$ cat config.mk
export PLATFORM = sky130hd
export DESIGN_NAME = fetch_unit
export DESIGN_NICKNAME = d
export VERILOG_FILES = /design/src/rtl/fetch_pkg.sv /design/src/rtl/fetch_skid_buffer.sv /design/src/rtl/fetch_unit.sv
export SDC_FILE = /design/constraint.sdc
export NUM_CORES = 1
export LEC_CHECK = 0
export ABC_AREA = 1
export CELL_PAD_IN_SITES_DETAIL_PLACEMENT = 0
export CELL_PAD_IN_SITES_GLOBAL_PLACEMENT = 1
export CORE_MARGIN = 2
export CORE_UTILIZATION = 44
export CTS_BUF_LIST = sky130_fd_sc_hd__clkbuf_2
export DETAILED_ROUTE_END_ITERATION = 10
export HOLD_SLACK_MARGIN = 0.12
export MAX_ROUTING_LAYER = met4
export PLACE_DENSITY_LB_ADDON = 0.1
export SLEW_MARGIN = 20
export SYNTH_ARGS = -nofsm -noshare
export SYNTH_HDL_FRONTEND = slang
export SYNTH_HIERARCHICAL = 1
export SYNTH_SLANG_ARGS = --single-unit
$ cat constraint.sdc
create_clock -name Clk -period 5.5 [get_ports Clk]
set_clock_uncertainty 0.1 [all_clocks]
set_input_delay 1.1 -clock Clk [delete_from_list [all_inputs] [get_ports Clk]]
set_output_delay 1.1 -clock Clk [all_outputs]
set_load 0.005 [all_outputs]
$ cat src/rtl/fetch_pkg.sv
// Shared types and constants for the instruction-fetch stage.
//   XLEN        : program counter width in bits
//   INSTR_W     : instruction width in bits
//   NOP_INSTR   : instruction presented whenever no valid fetch is on the output
//   fetch_entry_t : one fetched instruction paired with its byte PC
package fetch_pkg;

  localparam int XLEN    = 32;
  localparam int INSTR_W = 32;

  localparam logic [INSTR_W-1:0] NOP_INSTR = 32'h00000013;

  typedef struct packed {
    logic [INSTR_W-1:0] instr;
    logic [XLEN-1:0]    pc;
  } fetch_entry_t;

endpackage

$ cat src/rtl/fetch_skid_buffer.sv
// Two-entry synchronous FIFO of fetch entries that absorbs decode backpressure.
//   clk_i       : clock, all state on rising edge
//   rst_i       : synchronous active-high reset, empties the buffer
//   push_i      : write push_data_i at the tail this edge
//   push_data_i : entry to store
//   pop_i       : drop the head entry this edge
//   flush_i     : discard all entries this edge (wins over push/pop)
//   head_o      : oldest stored entry (meaningful only when occ_o != 0)
//   occ_o       : number of stored entries, 0..2
module fetch_skid_buffer
  import fetch_pkg::*;
(
  input  logic         clk_i,
  input  logic         rst_i,
  input  logic         push_i,
  input  fetch_entry_t push_data_i,
  input  logic         pop_i,
  input  logic         flush_i,
  output fetch_entry_t head_o,
  output logic [1:0]   occ_o
);

  fetch_entry_t mem_q [2];
  logic         rd_ptr_q, rd_ptr_d;
  logic [1:0]   occ_q, occ_d;
  logic         wr_ptr;
  logic         do_pop, do_push;

  assign do_pop  = pop_i && (occ_q != 2'd0);
  // A full buffer still accepts a push when the head leaves at the same edge.
  assign do_push = push_i && ((occ_q != 2'd2) || do_pop);
  // Tail slot is the head slot offset by the current occupancy (mod 2).
  assign wr_ptr  = rd_ptr_q ^ occ_q[0];

  always_comb begin
    rd_ptr_d = rd_ptr_q ^ do_pop;
    occ_d    = occ_q + {1'b0, do_push} - {1'b0, do_pop};
    if (flush_i) begin
      rd_ptr_d = 1'b0;
      occ_d    = 2'd0;
    end
  end

  always_ff @(posedge clk_i) begin
    if (rst_i) begin
      rd_ptr_q <= 1'b0;
      occ_q    <= 2'd0;
    end else begin
      rd_ptr_q <= rd_ptr_d;
      occ_q    <= occ_d;
    end
  end

  // Storage carries no reset: occupancy alone decides what is valid.
  always_ff @(posedge clk_i) begin
    if (do_push && !flush_i) begin
      mem_q[wr_ptr] <= push_data_i;
    end
  end

  assign head_o = mem_q[rd_ptr_q];
  assign occ_o  = occ_q;

endmodule

$ cat src/rtl/fetch_unit.sv
// Instruction-fetch stage: owns the PC, addresses the instruction RAM, captures
// the returned word one cycle later and hands {instr, pc} to decode over a
// valid/ready handshake, with a 2-entry skid buffer and redirect support.
//   Clk        : clock, all state on rising edge
//   Rst        : synchronous active-high reset (highest priority)
//   IramAddr   : RAM word address, fetch_pc[AW+1:2]
//   IramData   : RAM read data, valid the cycle after the address
//   Redirect   : restart fetch at RedirectPc, flushing everything in flight
//   RedirectPc : redirect byte target, bits [1:0] ignored
//   OutValid   : OutInstr/OutPc hold a valid fetched instruction
//   OutReady   : decode accepts the current output
//   OutInstr   : fetched instruction, NOP when OutValid=0
//   OutPc      : byte PC of OutInstr, 0 when OutValid=0
module fetch_unit
  import fetch_pkg::*;
#(
  parameter int                    XLEN     = fetch_pkg::XLEN,
  parameter int                    K        = 512,
  parameter logic [XLEN-1:0]       RESET_PC = '0,
  localparam int                   AW       = $clog2(K)
) (
  input  logic               Clk,
  input  logic               Rst,
  output logic [AW-1:0]      IramAddr,
  input  logic [INSTR_W-1:0] IramData,
  input  logic               Redirect,
  input  logic [XLEN-1:0]    RedirectPc,
  output logic               OutValid,
  input  logic               OutReady,
  output logic [INSTR_W-1:0] OutInstr,
  output logic [XLEN-1:0]    OutPc
);

  logic [XLEN-1:0] fetch_pc_q, fetch_pc_d;
  logic [XLEN-1:0] req_pc_q, req_pc_d;
  logic            req_valid_q, req_valid_d;

  logic [1:0]      occ;
  fetch_entry_t    head;
  fetch_entry_t    ret_entry;
  logic            pop, push, issue;
  logic [2:0]      pending;

  logic            unused_redirect_lsbs;
  assign unused_redirect_lsbs = ^RedirectPc[1:0];

  assign IramAddr = fetch_pc_q[AW+1:2];
  assign pop      = OutValid && OutReady;

  // Entries that will still be held after this edge; a new read may only be
  // launched if its data is guaranteed a slot when it returns.
  assign pending  = {1'b0, occ} + {2'b0, req_valid_q} - {2'b0, pop};
  assign issue    = !Redirect && (pending < 3'd2);

  // Returned data goes to the buffer unless bypass hands it straight to decode.
  assign push      = req_valid_q && !((occ == 2'd0) && pop);
  assign ret_entry = '{instr: IramData, pc: req_pc_q};

  always_comb begin
    fetch_pc_d  = fetch_pc_q;
    req_pc_d    = req_pc_q;
    req_valid_d = 1'b0;
    if (Redirect) begin
      fetch_pc_d = {RedirectPc[XLEN-1:2], 2'b00};
    end else if (issue) begin
      req_valid_d = 1'b1;
      req_pc_d    = fetch_pc_q;
      fetch_pc_d  = fetch_pc_q + XLEN'(4);
    end
  end

  always_ff @(posedge Clk) begin
    if (Rst) begin
      fetch_pc_q  <= RESET_PC;
      req_valid_q <= 1'b0;
    end else begin
      fetch_pc_q  <= fetch_pc_d;
      req_valid_q <= req_valid_d;
    end
  end

  always_ff @(posedge Clk) begin
    req_pc_q <= req_pc_d;
  end

  fetch_skid_buffer u_skid (
    .clk_i       (Clk),
    .rst_i       (Rst),
    .push_i      (push),
    .push_data_i (ret_entry),
    .pop_i       (pop),
    .flush_i     (Redirect),
    .head_o      (head),
    .occ_o       (occ)
  );

  // Buffered entries are older than the in-flight read, so they go first.
  always_comb begin
    OutValid = 1'b0;
    OutInstr = NOP_INSTR;
    OutPc    = '0;
    if (occ != 2'd0) begin
      OutValid = 1'b1;
      OutInstr = head.instr;
      OutPc    = head.pc;
    end else if (req_valid_q) begin
      OutValid = 1'b1;
      OutInstr = IramData;
      OutPc    = req_pc_q;
    end
  end

endmodule

==> run metrics, run 1 <==
I/O pin count=between 100 and 150; Synth cell types=39; Fin. Hold Viols=0; root buf cell=clkbuf_2; crit path cell chain=nor2_4, buf_4, nor2_1, a21oi_1, clkdlybuf4s50_1; clock share of power=0.268; Syn Area/Cell=10.6 um2; routed wl met2=9.50 mm; mean routed wirelength per cell=around 16 um; CP arrival=3.38 ns; setup TNS=0 ns; Post-route DRC=0; top cells by area, synth=edfxtp_1, nand2_1, dfxtp_1, mux2_4, a21oi_1; Worst setup EP type=output pin; placed cells=approximately 1.2k; Reg clk slew, reported paths=roughly 0.24 ns; worst slew pin tran=1.11 ns; remaining antenna violation count=0; largest net degree at the start of global routing=68; Synth Flop Type=edfxtp_1; final setup vio count=0; Crit-path slowest cell=nor2_4; vias per cell=around 4.9; Final Critical Period=roughly 4.6 ns; Comb pwr share=0.116; clk_lat worst skew=0.74 ns; post-cts sizing count=0; vias after detailed routing=between 6k and 7k; grt ovf=0; Tot Pwr=between 2 and 3 mW; final period utilization=0.833; Die X=~150 um; FP Rows=52; vias in the first global route=roughly 6k; core footprint=about 20000 um2; status=finished, final reports clean; PortBufs=roughly 140; relative slew slack=0.261; FF-to-FF path depth=15; final core utilization=0.539; initial core utilization=0.447; met3 WL=935 um; Syn Inst Count=847; worst min-delay path class=flop to flop; initial antenna violation count=1; CTS Sinks=about 190; crit start category=flop; layout cell share with drive strength beyond 1=0.135; Final nets=between 1k and 1.5k; leakage=just under 4 nW; Flop pwr share=0.616; Initial DRC Count=333; hold path depth=0; HPWL after DPL=between 10 and 15 mm; switching share of total power=0.246; Final Worst Setup Slack=around 0.92 ns; # Max-Cap Violations=0; share of the synthesized area in the top cell type=0.526; post-synth top area cell=edfxtp_1; dpl ws=approximately 1.2 ns; gp weighted congestion=just over 0.8; Switching Power=between 600 and 700 uW; Metal-1 WL=between 9 and 10 mm; H-tree depth=4; first-pass GRT wire length=about 31 mm; Seq/Total Area, Yosys=0.602; postcts setup bufs=0; fmax=218 MHz; RSZ-0062 raised after global routing=no; Post-synth ARST share=0; EDFF count, synth=158; Clock Tree Buf Depth=2; total track usage=0.190; Mapped Area=about 9000 um2; fin cells=1254; Layout area overhead=20.5%; total iterations of the first detailed-routing run=5; Pwr Density=between 200 and 300 nW/um2; P_int=2.06 mW; Die ar.=approximately 22000 um2; die height=between 100 and 150 um; Max Slew Vio Count=0; hold buffers post-CTS=0; TritonCTS clock tree=yes; WS Path Type=flop to output pin; final WL=a little under 20 mm; CP max FO=49; DR top layer=met4; total CTS buffers=17; Max rail drop VDD=about 0.15 mV; flops & latches, synth=roughly 190; required time of the critical path=~4.3 ns; slowest cell delay on critical path=between 0.6 and 0.7 ns; Synth warnings=6
synthesized netlist by cell type, types with 4 or more instances:
library cell	count
clkbuf_1	16
dfxtp_1	34
ha_1	4
nand2_2	5
o21ai_1	4
edfxtp_1	158
nor3_1	4
buf_2	14
xnor2_1	4
mux2_4	28
nor2_1	107
xor2_1	8
buf_4	12
a21oi_1	83
nand4_1	4
inv_1	47
mux2_2	36
nand2_1	199
a31oi_1	9
o21ai_0	20
nand3_1	20
nor2_2	5
power by group through the flow:
stage | logic (mW) | clock network (mW) | registers, mW
2_1_floorplan | 0.150 | 0 | 1.69
3_3_place_gp | 0.313 | 0 | 1.71
3_5_place_dp | 0.318 | 0 | 1.71
4_1_cts | 0.320 | 0.763 | 1.68
5_1_grt | 0.346 | 0.826 | 1.69
6_report | 0.316 | 0.732 | 1.68
cells by family (layout without fill, tap and decap cells):
family          count (synthesis)  in the layout  share of synthesized area
simple gates                  359            359                      0.169
flops                         192            192                      0.602
compound gates                119            119                     0.0684
buf+inv                        95            228                     0.0491
mux                            64             64                     0.0916
xor+xnor                       12             12                     0.0117
fa+ha+maj                       5              5                    0.00777
other cells                     1              5                   0.000416
final timing paths:
| kind | from | to | slack (ns) |
|---|---|---|---|
| worst max-delay path | u_skid/occ_o[1] | OutPc[16] | 0.92 |
| worst min-delay path | req_pc_q[27] | u_skid/mem_q[0][27] | 0.40 |
| worst max register to register | req_valid_q | fetch_pc_q[14] | 1.50 |
| worst min register to register | req_pc_q[27] | u_skid/mem_q[0][27] | 0.40 |
worst max-delay path: cells and delay by family (launching register included):
| family | cells | cell delay (ns) |
|---|---|---|
| simple gates | 2 | 0.76 |
| compound gates | 1 | 0.25 |
| buf+inv | 2 | 1.13 |
| flops | 1 | 0.48 |
state kept, by name, summed over array words and instances (netlist names):
name / cells
u_skid/rd_ptr_q: 1
req_valid_q: 1
fetch_pc_q: 30
req_pc_q: 30
u_skid/occ_o: 2
u_skid/mem_q: 128
routing by layer:
metal	GRT usage	up-vias
met5	-	-
met2	0.310	181
met1	0.241	2857
met4	0.0625	0
li1	-	3110
met3	0.0366	22
layout make-up:
class / count / area [um2]
tap: 270 / 338
clock buffer: 19 / 95.1
antenna: 1 / 2.50
clock inverter: 12 / 159
timing repair buffer: 149 / 1480
fill: 1783 / 9310
multi-input combinational: 563 / 3180
sequential: 192 / 5430
inverter: 48 / 180
cells in the final DEF (no fill, tap or decap), types with 9 or more instances in the layout:
master	count
a21oi_1	83
a31oi_1	9
buf_4	9
clkbuf_2	19
clkdlybuf4s50_1	139
dfxtp_1	32
edfxtp_1	158
inv_1	47
mux2_2	36
mux2_4	28
nand2_1	199
nand3_1	20
nor2_1	104
o21ai_0	20
metrics by stage:
step	cell area [um2]	hold WS [ns]
global route	10900	0.441
detailed placement	10600	0.363
CTS	10900	0.407
finish	10900	0.405
global placement	10600	0.356
floorplan	9020	0.330
No activity file was read; power rests on OpenSTA's default activity.
==> run 2: changes to the inputs <==
--- a/config.mk
+++ b/config.mk
@@ -9,7 +9,7 @@
 export CELL_PAD_IN_SITES_DETAIL_PLACEMENT = 0
 export CELL_PAD_IN_SITES_GLOBAL_PLACEMENT = 1
 export CORE_MARGIN = 2
-export CORE_UTILIZATION = 44
+export CORE_UTILIZATION = 39
 export CTS_BUF_LIST = sky130_fd_sc_hd__clkbuf_2
 export DETAILED_ROUTE_END_ITERATION = 10
 export HOLD_SLACK_MARGIN = 0.12
==> constraint.sdc (replaced) <==
create_clock -name Clk -period 4.2 [get_ports Clk]
set_clock_uncertainty 0.1 [all_clocks]
set_input_delay 0.84 -clock Clk [delete_from_list [all_inputs] [get_ports Clk]]
set_output_delay 0.84 -clock Clk [all_outputs]
set_load 0.005 [all_outputs]
==> run metrics, run 2 (synthesized netlist as in run 1, its figures left out) <==
CTS Sinks=192 (unchanged); postcts setup bufs=0 (unchanged); final period utilization=0.894; fin cells=1274 (was 1254); Post-route DRC=0 (unchanged); initial antenna violation count=1 (unchanged); gp weighted congestion=0.829 (was 0.827); relative slew slack=0.504 (was 0.261); mean routed wirelength per cell=15.3 um (was 15.8 um); Tot Pwr=3.68 mW (was 2.73 mW); Pwr Density=335 nW/um2 (was 251 nW/um2); clk_lat worst skew=0.71 ns (was 0.74 ns); Initial DRC Count=353 (was 333); total iterations of the first detailed-routing run=5 (unchanged); FP Rows=55 (was 52); remaining antenna violation count=0 (unchanged); final setup vio count=0 (unchanged); I/O pin count=142 (unchanged); largest net degree at the start of global routing=129 (was 68); layout cell share with drive strength beyond 1=0.139 (was 0.135); hold buffers post-CTS=0 (unchanged); fmax=~270 MHz; first-pass GRT wire length=30.9 mm (was 31.4 mm); Reg clk slew, reported paths=0.24 ns (about the same); # Max-Cap Violations=0 (unchanged); die height=156 um (was 147 um); Hold Crit Start=req_pc_q[17] (was req_pc_q[27]); core footprint=22600 um2 (was 20200 um2); Largest Register=u_skid/mem_q (unchanged); leakage=3.97 nW (was 3.92 nW); HPWL after DPL=13.0 mm (was 13.3 mm); Layout area overhead=21.8% (was 20.5%); initial core utilization=0.398 (was 0.447); final WL=19.5 mm (was 19.9 mm); Max rail drop VDD=0.144 mV (was 0.149 mV); vias in the first global route=5737 (was 6010); max FFs per register=128 (unchanged); worst min-delay path class=flop to flop (unchanged); post-cts sizing count=0 (unchanged); reg2reg end=fetch_pc_q[30] (was fetch_pc_q[14]); commonest non-fill, non-tap cell in the layout=nand2_1 (unchanged); worst reg2reg path startpoint=u_skid/occ_o[1] (was req_valid_q); RSZ-0062 raised after global routing=no (unchanged); placed cells=1242 (was 1222); Crit-path slowest cell=dfxtp_4 (was nor2_4); WS Path Type=flop to output pin (unchanged); PortBufs=139 (unchanged); slowest cell delay on critical path=0.74 ns (was 0.69 ns); status=finished, final reports clean (unchanged); largest registers=u_skid/mem_q: 128 flops, fetch_pc_q: 30 flops, req_pc_q: 30 flops (unchanged); Hold EP=u_skid/mem_q[1][17] (was u_skid/mem_q[0][27]); FF-to-FF path depth=10 (was 15); TritonCTS clock tree=yes (unchanged); Die X=156 um (was 147 um); total CTS buffers=17 (unchanged); Final Critical Period=3.76 ns; vias per cell=4.73 (was 4.92); Clock Tree Buf Depth=2 (unchanged); grt ovf=0 (unchanged); required time of the critical path=3.26 ns (was 4.30 ns); CP max FO=34 (was 49); Die ar.=24300 um2 (was 21600 um2); most frequent cells in the layout=nand2_1, edfxtp_1, clkdlybuf4s50_1 (unchanged); Fill cells=2119 (was 1783); crit path cell chain=buf_4, mux2_2, nor2_1, a21oi_1, clkdlybuf4s50_1 (was nor2_4, buf_4, nor2_1, a21oi_1, clkdlybuf4s50_1); Max Slew Vio Count=0 (unchanged); CP arrival=2.82 ns (was 3.38 ns); H-tree depth=4 (unchanged); R2R setup slack=1.03 ns (was 1.50 ns); Fin. Hold Viols=0 (unchanged); crit start category=flop (unchanged); Worst setup EP type=output pin (unchanged); root buf cell=clkbuf_2 (unchanged); worst slew pin tran=0.743 ns (was 1.11 ns); hold path depth=0 (unchanged); total track usage=0.169 (was 0.190); vias after detailed routing=6029 (was 6170); Final nets=1049 (was 1044)
-- run 2: changes by cell type in the layout (fill, tap and decap cells not counted), sizes merged --
cell and delta:
buf +5, bufinv +2, clkinv -2, clkinvlp -1
inv +1
-- run 2: report_power, final --
part           total, mW  switching (mW)  internal (mW)
registers           2.20          0.0588           2.14
logic              0.415           0.197          0.218
clock network       1.06           0.603          0.461
total               3.68           0.859           2.82
-- run 2: through the flow --
stage / setup TNS, ns / setup WS [ns] / util / cell area (um2) / hold slack [ns]
after floorplan: -63.02 / -0.492 / - / 9020 / 0.330
after global placement: 0 / 0.295 / 0.471 / 10700 / 0.355
after detailed placement: 0 / 0.309 / 0.471 / 10700 / 0.359
after CTS: 0 / 0.299 / 0.485 / 11000 / 0.411
after global routing: 0 / 0.177 / 0.485 / 11000 / 0.418
final: 0 / 0.444 / 0.485 / 11000 / 0.408
-- run 2: worst max-delay path, delay by kind of cell, from the launching register on --
| kind | cells | cell delay (ns) |
|---|---|---|
| buf+inv | 2 | 0.85 |
| flops | 1 | 0.74 |
| mux | 1 | 0.36 |
| simple gates | 1 | 0.11 |
| compound gates | 1 | 0.05 |
-- run 2: how the worst max path moves through the flow --
stage / from / endpoint / slack (ns) / cells after the start
floorplan: u_skid/occ_o[1] / u_skid/mem_q[0][0] / -0.49 / 8
global placement: OutReady / fetch_pc_q[25] / 0.29 / 10
detailed placement: OutReady / fetch_pc_q[25] / 0.31 / 10
CTS: u_skid/rd_ptr_q / OutPc[6] / 0.30 / 5
global route: u_skid/rd_ptr_q / OutPc[6] / 0.18 / 5
finish: u_skid/rd_ptr_q / OutPc[6] / 0.44 / 5
-- run 2: cell type report --
class / count / area (um2) / share of cell area
flip-flops and latches: 192 / 5430 / 0.495
multi-input cells: 563 / 3180 / 0.290
repair buffers: 154 / 1530 / 0.139
well taps: 285 / 357 / 0.0325
clock inverters: 12 / 205 / 0.0187
inverters: 48 / 180 / 0.0164
clock buffers: 19 / 95.1 / 0.00866
diodes: 1 / 2.50 / 0.000228
-- run 2: routing by layer --
layer,share of wire,global-route usage
met1,0.47,0.225
met2,0.47,0.262
met3,0.045,0.0364
met4,0.0084,0.0524
met5,0,-
==> edit, RTL diff (flow settings as in run 2) <==
The parameter `K` goes from 512 to 128.
--- a/src/rtl/fetch_unit.sv
+++ b/src/rtl/fetch_unit.sv
@@ -16,5 +16,5 @@
 #(
   parameter int                    XLEN     = fetch_pkg::XLEN,
-  parameter int                    K        = 512,
+  parameter int                    K        = 128,
   parameter logic [XLEN-1:0]       RESET_PC = '0,
   localparam int                   AW       = $clog2(K)
Ports: changed (resized IramAddr); port bits go from 142 to 140. No check against the original RTL was run, so the function may have changed too.
==> edit against run 2 <==
  * Critical path depth unchanged
  * Area after synthesis decreased by 0.17%
  * First-iteration DRC count decreased by 12%
  * Largest cell class unchanged
  * Worst setup slack got worse by 0.029 ns
  * Power decreased by 2.2%
  * Sequential cell count unchanged
  * Cell area about the same
  * Wire length decreased by 0.42%
==> edit: results (changes against run 2) <==
[status]
outcome = finished, final reports clean

[power_and_ir_drop]
power.switching_mw = 0.8898  ; +3.6%
combPwrFrac_pct = 11.6  ; +0.3 points
ir_drop_mv = 0.1600  ; +11%

[cells_and_area]
final.fill_count = 2164  ; +2.1%
stdcell_count = 1273  ; -0.078%
layout.nets = 1047  ; -0.19%
layout-drive-gt1-share_pct = 14.08  ; +0.22 points

[global_routing]
met3_usage_pct = 3.222  ; -0.42 points
met1_usage_pct = 22.32  ; -0.18 points
grt_util_met2_pct = 26.95  ; +0.76 points
grt_pass1_vias = 5764  ; +0.47%

[min_path]
min-delay-start = req_pc_q[16]$_DFFE_PP_

[synthesis]
synth.area.top_cells = edfxtp_1, nand2_1, dfxtp_1
synth-seq-area-share_pct = 60.30  ; +0.10 points
synth_xor_area_share_pct = 1.168  ; +0.0019 points
avgSynthCellArea_um2 = 10.65  ; about the same
synth-compound-area-share_pct = 6.856  ; +0.011 points
yosys-mux-area-fraction_pct = 9.178  ; +0.015 points

[placement]
pre_cts_ws_ns = 0.2700  ; -0.03885 ns
dpl_cell_area_um2 = 10690  ; +0.16%
gp_congestion = 0.8132  ; -1.8%
portBuffers = 137  ; -1.4%
dp_cells = 1240  ; -0.16%
hpwl_mm = 12.93  ; -0.47%

[detailed_routing]
wl_met2_mm = 9.243  ; -0.29%
vias = 6050  ; +0.35%
m1WireLength_mm = 9.412  ; +2.0%
dr.pass1.iters = 4  ; -1
drtIter0Drc = 311  ; -12%

[setup_path]
endpoint = OutPc[5]
r2r_setup_slack_ns = 1.01  ; -0.02 ns
cp.arrival_ns = 2.85  ; +0.03 ns
crit_path_max_incr_delay_ns = 0.77  ; +0.03 ns

[timing]
max-slew-margin-rel_pct = 52.97  ; +2.5 points
max_freq_mhz = 264.2  ; -0.76%

[clocking]
insertion_delay_ns = 0.73  ; +0.02 ns

-- edit: layout make-up --
| class | count | area, um^2 | area share (%) |
|---|---|---|---|
| Sequential cell | 192 | 5430 | 49.51 |
| Multi-Input combinational cell | 563 | 3178 | 28.98 |
| Timing Repair Buffer | 152 | 1546 | 14.10 |
| Tap cell | 285 | 356.6 | 3.252 |
| Inverter | 48 | 180.2 | 1.643 |
| Clock inverter | 13 | 177.7 | 1.620 |
| Clock buffer | 19 | 95.09 | 0.8671 |
| Antenna cell | 1 | 2.502 | 0.02282 |
-- edit: how the worst min path moves through the flow --
stage | to | slack [ns] | depth (start not counted)
after CTS | u_skid/mem_q[1][10]$_DFFE_PP_ | 0.40 | 0
after detailed placement | u_skid/mem_q[0][2]$_DFFE_PP_ | 0.36 | 0
after global placement | u_skid/mem_q[0][15]$_DFFE_PP_ | 0.35 | 0
final | u_skid/mem_q[1][16]$_DFFE_PP_ | 0.41 | 0
after floorplan | req_pc_q[31]$_DFFE_PP_ | 0.33 | 0
after global routing | u_skid/mem_q[0][10]$_DFFE_PP_ | 0.41 | 0
-- edit: worst register-to-register path, stage by stage (launching register included) --
cell and delay (ns):
dfxtp_1 0.62, nor2_4 0.07, a21boi_0 0.32, ha_1 0.30, or2_2 0.30, fa_1 0.51, nand4_1 0.18, buf_4 0.20
nor2_2 0.33, nand2_1 0.09, o21ai_0 0.14
-- edit: power by group through the flow --
stage / sequential [mW] / clock (mW) / combinational, mW
6_report: 2.20 / 0.984 / 0.417
5_1_grt: 2.21 / 1.09 / 0.463
4_1_cts: 2.20 / 1.03 / 0.425
3_5_place_dp: 2.24 / 0 / 0.423
3_3_place_gp: 2.24 / 0 / 0.423
2_1_floorplan: 2.22 / 0 / 0.195
